## config.mk

```make
export PLATFORM = sky130hd
export DESIGN_NAME = next_pc_unit
export DESIGN_NICKNAME = d
export VERILOG_FILES = /design/src/rtl/next_pc_unit_pkg.sv /design/src/rtl/next_pc_unit_sat_counter.sv /design/src/rtl/next_pc_unit.sv
export SDC_FILE = /design/constraint.sdc
export NUM_CORES = 1
export LEC_CHECK = 0
export ABC_AREA = 1
export ABC_CLOCK_PERIOD_IN_PS = 4150
export BUFFER_PORTS_ARGS = -buffer_cell sky130_fd_sc_hd__buf_2
export CAP_MARGIN = 20
export CORE_MARGIN = 2
export CORE_UTILIZATION = 35
export DETAILED_ROUTE_END_ITERATION = 10
export GPL_TIMING_DRIVEN = 0
export PLACE_DENSITY_LB_ADDON = 0.15
export SETUP_SLACK_MARGIN = 0.4
export SYNTH_ARGS = -nofsm -noshare
export SYNTH_HDL_FRONTEND = slang
export SYNTH_SLANG_ARGS = --single-unit
```

## constraint.sdc

```tcl
create_clock -name CLK -period 4.15 [get_ports CLK]
set_clock_uncertainty 0.15 [all_clocks]
set_input_delay 0.415 -clock CLK [delete_from_list [all_inputs] [get_ports CLK]]
set_output_delay 0.415 -clock CLK [all_outputs]
set_load 0.03 [all_outputs]
```

## src/rtl/next_pc_unit_pkg.sv

```systemverilog
// Shared definitions for the next-PC unit: PC width, redirect FSM states and
// exe_correction codes.
package next_pc_unit_pkg;

  localparam int unsigned PcW = 10;

  typedef logic [PcW-1:0] pc_t;

  typedef enum logic {
    StRun,
    StPending
  } npc_state_e;

  // exe_correction encodings; bit 1 set means a redirect is requested.
  localparam logic [1:0] CorrNone0 = 2'b00;
  localparam logic [1:0] CorrNone1 = 2'b01;
  localparam logic [1:0] CorrCni   = 2'b10;
  localparam logic [1:0] CorrPbt   = 2'b11;

endpackage

```

## src/rtl/next_pc_unit_sat_counter.sv

```systemverilog
// Saturating up-counter.
//   clk_i    : clock
//   rst_ni   : asynchronous active-low clear
//   inc_i    : increment by one on this rising edge (stops at all-ones)
//   count_o  : current count
module sat_counter #(
  parameter int unsigned Width = 16
) (
  input  logic             clk_i,
  input  logic             rst_ni,
  input  logic             inc_i,
  output logic [Width-1:0] count_o
);

  logic [Width-1:0] cnt_q, cnt_d;

  always_comb begin
    cnt_d = cnt_q;
    if (inc_i && (cnt_q != {Width{1'b1}})) begin
      cnt_d = cnt_q + Width'(1);
    end
  end

  always_ff @(posedge clk_i or negedge rst_ni) begin
    if (!rst_ni) begin
      cnt_q <= '0;
    end else begin
      cnt_q <= cnt_d;
    end
  end

  assign count_o = cnt_q;

endmodule

```

## src/rtl/next_pc_unit.sv

```systemverilog
// Next fetch-PC selection with stall-tolerant redirect and perf counters.
//   CLK, nrst        : clock, asynchronous active-low reset
//   if_stall         : hold PC this cycle
//   if_prediction    : predictor says taken; if_PBT is the predicted target
//   exe_correction   : 1x = redirect (10 -> exe_CNI, 11 -> exe_PBT)
//   exe_is_btype     : a conditional branch resolves this cycle
//   if_PC            : registered fetch word address
//   flush            : kill IF/ID, equals exe_correction[1] combinationally
//   branch_cnt       : saturating count of resolved conditional branches
//   mispredict_cnt   : saturating count of corrections
// A correction arriving while stalled is parked in pend_target and applied
// on the first unstalled edge; the first parked target wins over later ones.
module next_pc_unit
  import next_pc_unit_pkg::*;
#(
  parameter logic [PcW-1:0] RESET_PC = 10'h000,
  parameter int unsigned    CNT_W    = 16
) (
  input  logic             CLK,
  input  logic             nrst,
  input  logic             if_stall,
  input  logic             if_prediction,
  input  logic [PcW-1:0]   if_PBT,
  input  logic [1:0]       exe_correction,
  input  logic [PcW-1:0]   exe_PBT,
  input  logic [PcW-1:0]   exe_CNI,
  input  logic             exe_is_btype,
  output logic [PcW-1:0]   if_PC,
  output logic             flush,
  output logic [CNT_W-1:0] branch_cnt,
  output logic [CNT_W-1:0] mispredict_cnt
);

  npc_state_e state_q, state_d;
  pc_t        pc_q, pc_d;
  pc_t        pend_target_q, pend_target_d;

  logic corr_valid;
  pc_t  corr_target;

  assign corr_valid  = exe_correction[1];
  assign corr_target = (exe_correction == CorrPbt) ? exe_PBT : exe_CNI;
  assign flush       = corr_valid;

  always_comb begin
    state_d       = state_q;
    pc_d          = pc_q;
    pend_target_d = pend_target_q;

    unique case (state_q)
      StRun: begin
        if (corr_valid) begin
          if (if_stall) begin
            pend_target_d = corr_target;
            state_d       = StPending;
          end else begin
            pc_d = corr_target;
          end
        end else if (!if_stall) begin
          pc_d = if_prediction ? if_PBT : pc_q + PcW'(1);
        end
      end
      StPending: begin
        // A fresh correction on the release cycle is younger and overrides.
        if (!if_stall) begin
          pc_d    = corr_valid ? corr_target : pend_target_q;
          state_d = StRun;
        end
      end
      default: state_d = StRun;
    endcase
  end

  always_ff @(posedge CLK or negedge nrst) begin
    if (!nrst) begin
      state_q       <= StRun;
      pc_q          <= RESET_PC;
      pend_target_q <= '0;
    end else begin
      state_q       <= state_d;
      pc_q          <= pc_d;
      pend_target_q <= pend_target_d;
    end
  end

  assign if_PC = pc_q;

  sat_counter #(
    .Width (CNT_W)
  ) u_branch_cnt (
    .clk_i   (CLK),
    .rst_ni  (nrst),
    .inc_i   (exe_is_btype),
    .count_o (branch_cnt)
  );

  sat_counter #(
    .Width (CNT_W)
  ) u_mispredict_cnt (
    .clk_i   (CLK),
    .rst_ni  (nrst),
    .inc_i   (corr_valid),
    .count_o (mispredict_cnt)
  );

endmodule

```

==> flow_summary.json <==
{
  "syn2layout_area_growth_pct": 20.5,
  "seq_power_share_pct": 43.3,
  "worstSetupPathType": "flip-flop to flip-flop",
  "syn_inst": 476,
  "intPower_mw": 1.02,
  "io_buffer_count": 76,
  "tns_ps": 0,
  "routedWlPerCell_um": 12.7,
  "grt_pass1_vias": 3033,
  "synth.avg_cell_area_um2": 7.07,
  "required_ps": 4200,
  "worstPathArrival_ps": 1990,
  "setup_viol_count_final": 0,
  "ys_ff_latch": 53,
  "power_leakage_nw": 2.02,
  "layout_commonest_cell": "nand2_1",
  "routabilityCongestion": 0.844,
  "nFillCells": 1003,
  "slew_headroom_pct": 61.2,
  "first_iter_violations": 136,
  "overflow": 0,
  "vdd_drop_max_mv": 0.257,
  "combinationalPowerShare_pct": 35.1,
  "pwr_density_cell_mw_per_mm2": 424,
  "die_area_mm2": 0.0104,
  "post-route-min-period_ps": 1940,
  "synth_area_mm2": 0.00337,
  "grt_max_degree": 31,
  "whs_path_depth": 3,
  "cts_buffer_depth": 2,
  "yosysTopAreaCell": "dfrtp_1",
  "syn-num-nets": 516,
  "h-tree-depth": 2,
  "wirelength_mm": 8.79,
  "total_power_mw": 1.72,
  "grt_setup_unrepaired": "no",
  "cts_sinks": 53,
  "endpoint_kind": "flip-flop",
  "ant_nets": 0,
  "setup_ws_ps": 2210,
  "ys_seq_area_share_pct": 39.4,
  "vias": 3233,
  "fmax_ghz": 0.516,
  "cts_tree": "yes",
  "critPathLaunchType": "flip-flop",
  "yosys_warnings": 0,
  "clockPowerShare_pct": 21.6,
  "status": "complete, no violations",
  "viasPerCell": 4.67,
  "slew_violations": 0,
  "cp_max_fo": 10,
  "post-route-period-util_pct": 46.7,
  "clk_latency_ps": 310,
  "max_cap_violations": 0,
  "io_pins": 80,
  "worst_pin_slew_ps": 583,
  "grt_pass1_wl_mm": 14.8,
  "core_area_mm2": 0.00928,
  "drive_gt1_share_pct": 21.5,
  "layout_common_cells": "nand2_1, buf_2, dfrtp_1, nor2_1",
  "sw_frac_of_total_pct": 40.9,
  "place_ws_ps": 2200,
  "clockRootBuffer": "clkbuf_8",
  "p_sw_mw": 0.704,
  "finalNetCount": 601,
  "reg2regPathDepth": 9,
  "num_rows": 35,
  "cts_inserted_buffers": 5,
  "worst-r2r-setup-slack_ps": 2210,
  "path_clk_slew_ps": 100,
  "dp_hpwl_mm": 6.77,
  "finalHoldViolCount": 0,
  "drt_pass1_iterations": 4,
  "yosys-top-cells-area": "dfrtp_1, nand2_1, nand3_1",
  "die_w_um": 102,
  "holdCritPathClass": "input pin to flip-flop",
  "antenna_found_initial": 1,
  "netlist.area_leader.share_pct": 39.4,
  "initial_utilization_pct": 36.3,
  "ctsResizeCount": 0,
  "synth_cell_types": 33,
  "grtUsageTotal_pct": 17.7,
  "drc": 0,
  "die_h_um": 102
}
[power by group through the flow]
stage | sequential [mW] | clock [mW] | combinational (mW)
2_1_floorplan | 0.888 | 0 | 0.278
3_3_place_gp | 0.751 | 0 | 0.599
3_5_place_dp | 0.755 | 0 | 0.610
4_1_cts | 0.744 | 0.386 | 0.613
5_1_grt | 0.766 | 0.404 | 0.672
6_report | 0.744 | 0.371 | 0.604
[path summary, 6_finish.rpt]
check                                                          endpoint                               startpoint
worst max-delay path                u_branch_cnt.count_o[4]$_DFFE_PN0P_      u_branch_cnt.count_o[0]$_DFFE_PN0P_
worst min-delay path                       pend_target_q[8]$_DFFE_PN0P_                               exe_CNI[8]
worst max register to register      u_branch_cnt.count_o[4]$_DFFE_PN0P_      u_branch_cnt.count_o[0]$_DFFE_PN0P_
worst min register to register  u_mispredict_cnt.count_o[7]$_DFFE_PN0P_  u_mispredict_cnt.count_o[7]$_DFFE_PN0P_
max in group asynchronous       u_mispredict_cnt.count_o[6]$_DFFE_PN0P_                                     nrst
min in group asynchronous                          if_PC[2]$_DFFE_PN0P_                                     nrst
[registers in the layout, summed over array words and instances, names as in the netlist]
register and count:
pend_target_q 10, u_mispredict_cnt.count_o 16, state_q 1, if_PC 10, u_branch_cnt.count_o 16
[per-stage QoR]
step                std cells  hold slack (ps)  instance area [um2]  util [%]
global placement          681              358                 3910      42.1
global route              691              237                 4050      43.7
detailed placement        682              305                 3930      42.3
CTS                       691              232                 4050      43.7
floorplan                 476            -30.6                 3370         -
finish                    692              246                 4060      43.7
[timing repair]
item,4_1_cts,5_1_grt
endpoints found under the setup margin,0,0
hold endpoints to repair,23,0
setup buffers,0,0
hold buffers,1,0
[critical path, cell delays in order (launching register included)]
cell	delay (ps)
dfrtp_1	490
ha_1	300
nand3_2	110
inv_2	110
nand2_4	60
o21ai_4	240
inv_4	90
buf_6	160
nand3b_1	80
nand2_1	50
[synthesized netlist by cell type]
| cell type | instances |
|---|---|
| a21oi_1 | 10 |
| a31oi_1 | 11 |
| and2_1 | 1 |
| buf_2 | 7 |
| buf_4 | 1 |
| buf_6 | 4 |
| clkbuf_1 | 2 |
| dfrtp_1 | 53 |
| ha_1 | 3 |
| inv_1 | 40 |
| inv_2 | 4 |
| inv_4 | 1 |
| nand2_1 | 167 |
| nand2_2 | 1 |
| nand2_4 | 1 |
| nand3_1 | 40 |
| nand3_2 | 1 |
| nand3b_1 | 2 |
| nand4_1 | 10 |
| nor2_1 | 50 |
| nor2_2 | 4 |
| nor2_4 | 1 |
| nor3_1 | 7 |
| nor3_4 | 1 |
| o2111ai_1 | 2 |
| o211ai_1 | 1 |
| o21ai_0 | 19 |
| o21ai_1 | 3 |
| o21ai_2 | 9 |
| o21ai_4 | 2 |
| o21bai_1 | 1 |
| xnor2_1 | 6 |
| xor2_1 | 11 |
[layout make-up]
cell class              instances  area, um2  share of cell area [%]
multi-input cells             364       1770                    43.7
flip-flops and latches         53       1330                    32.7
repair buffers                 78        410                    10.1
inverters                      45        171                    4.23
well taps                     129        161                    3.98
plain buffers                  14       95.1                    2.34
clock buffers                   7       86.3                    2.13
clock inverters                 1       30.0                   0.740
diodes                          1       2.50                  0.0617
[logic make-up (layout without fill, tap and decap cells)]
| family | after synthesis | in the layout | share of synthesized area, % |
|---|---|---|---|
| AND/OR/NAND/NOR | 286 | 286 | 36.1 |
| buffers and inverters | 59 | 145 | 7.92 |
| flip-flops | 53 | 53 | 39.4 |
| AO/OA/AOI/OAI | 58 | 58 | 11.1 |
| other | 0 | 1 | 0 |
| XOR/XNOR | 17 | 17 | 4.42 |
| adder cells (fa/ha/maj) | 3 | 3 | 1.12 |
[layer usage]
metal	global-route usage, %	routed length (um)
met5	0	0
met2	28.7	3990
met4	3.18	76
met3	2.87	370
met1	25.4	4350
(Power assumes the default switching activity.)
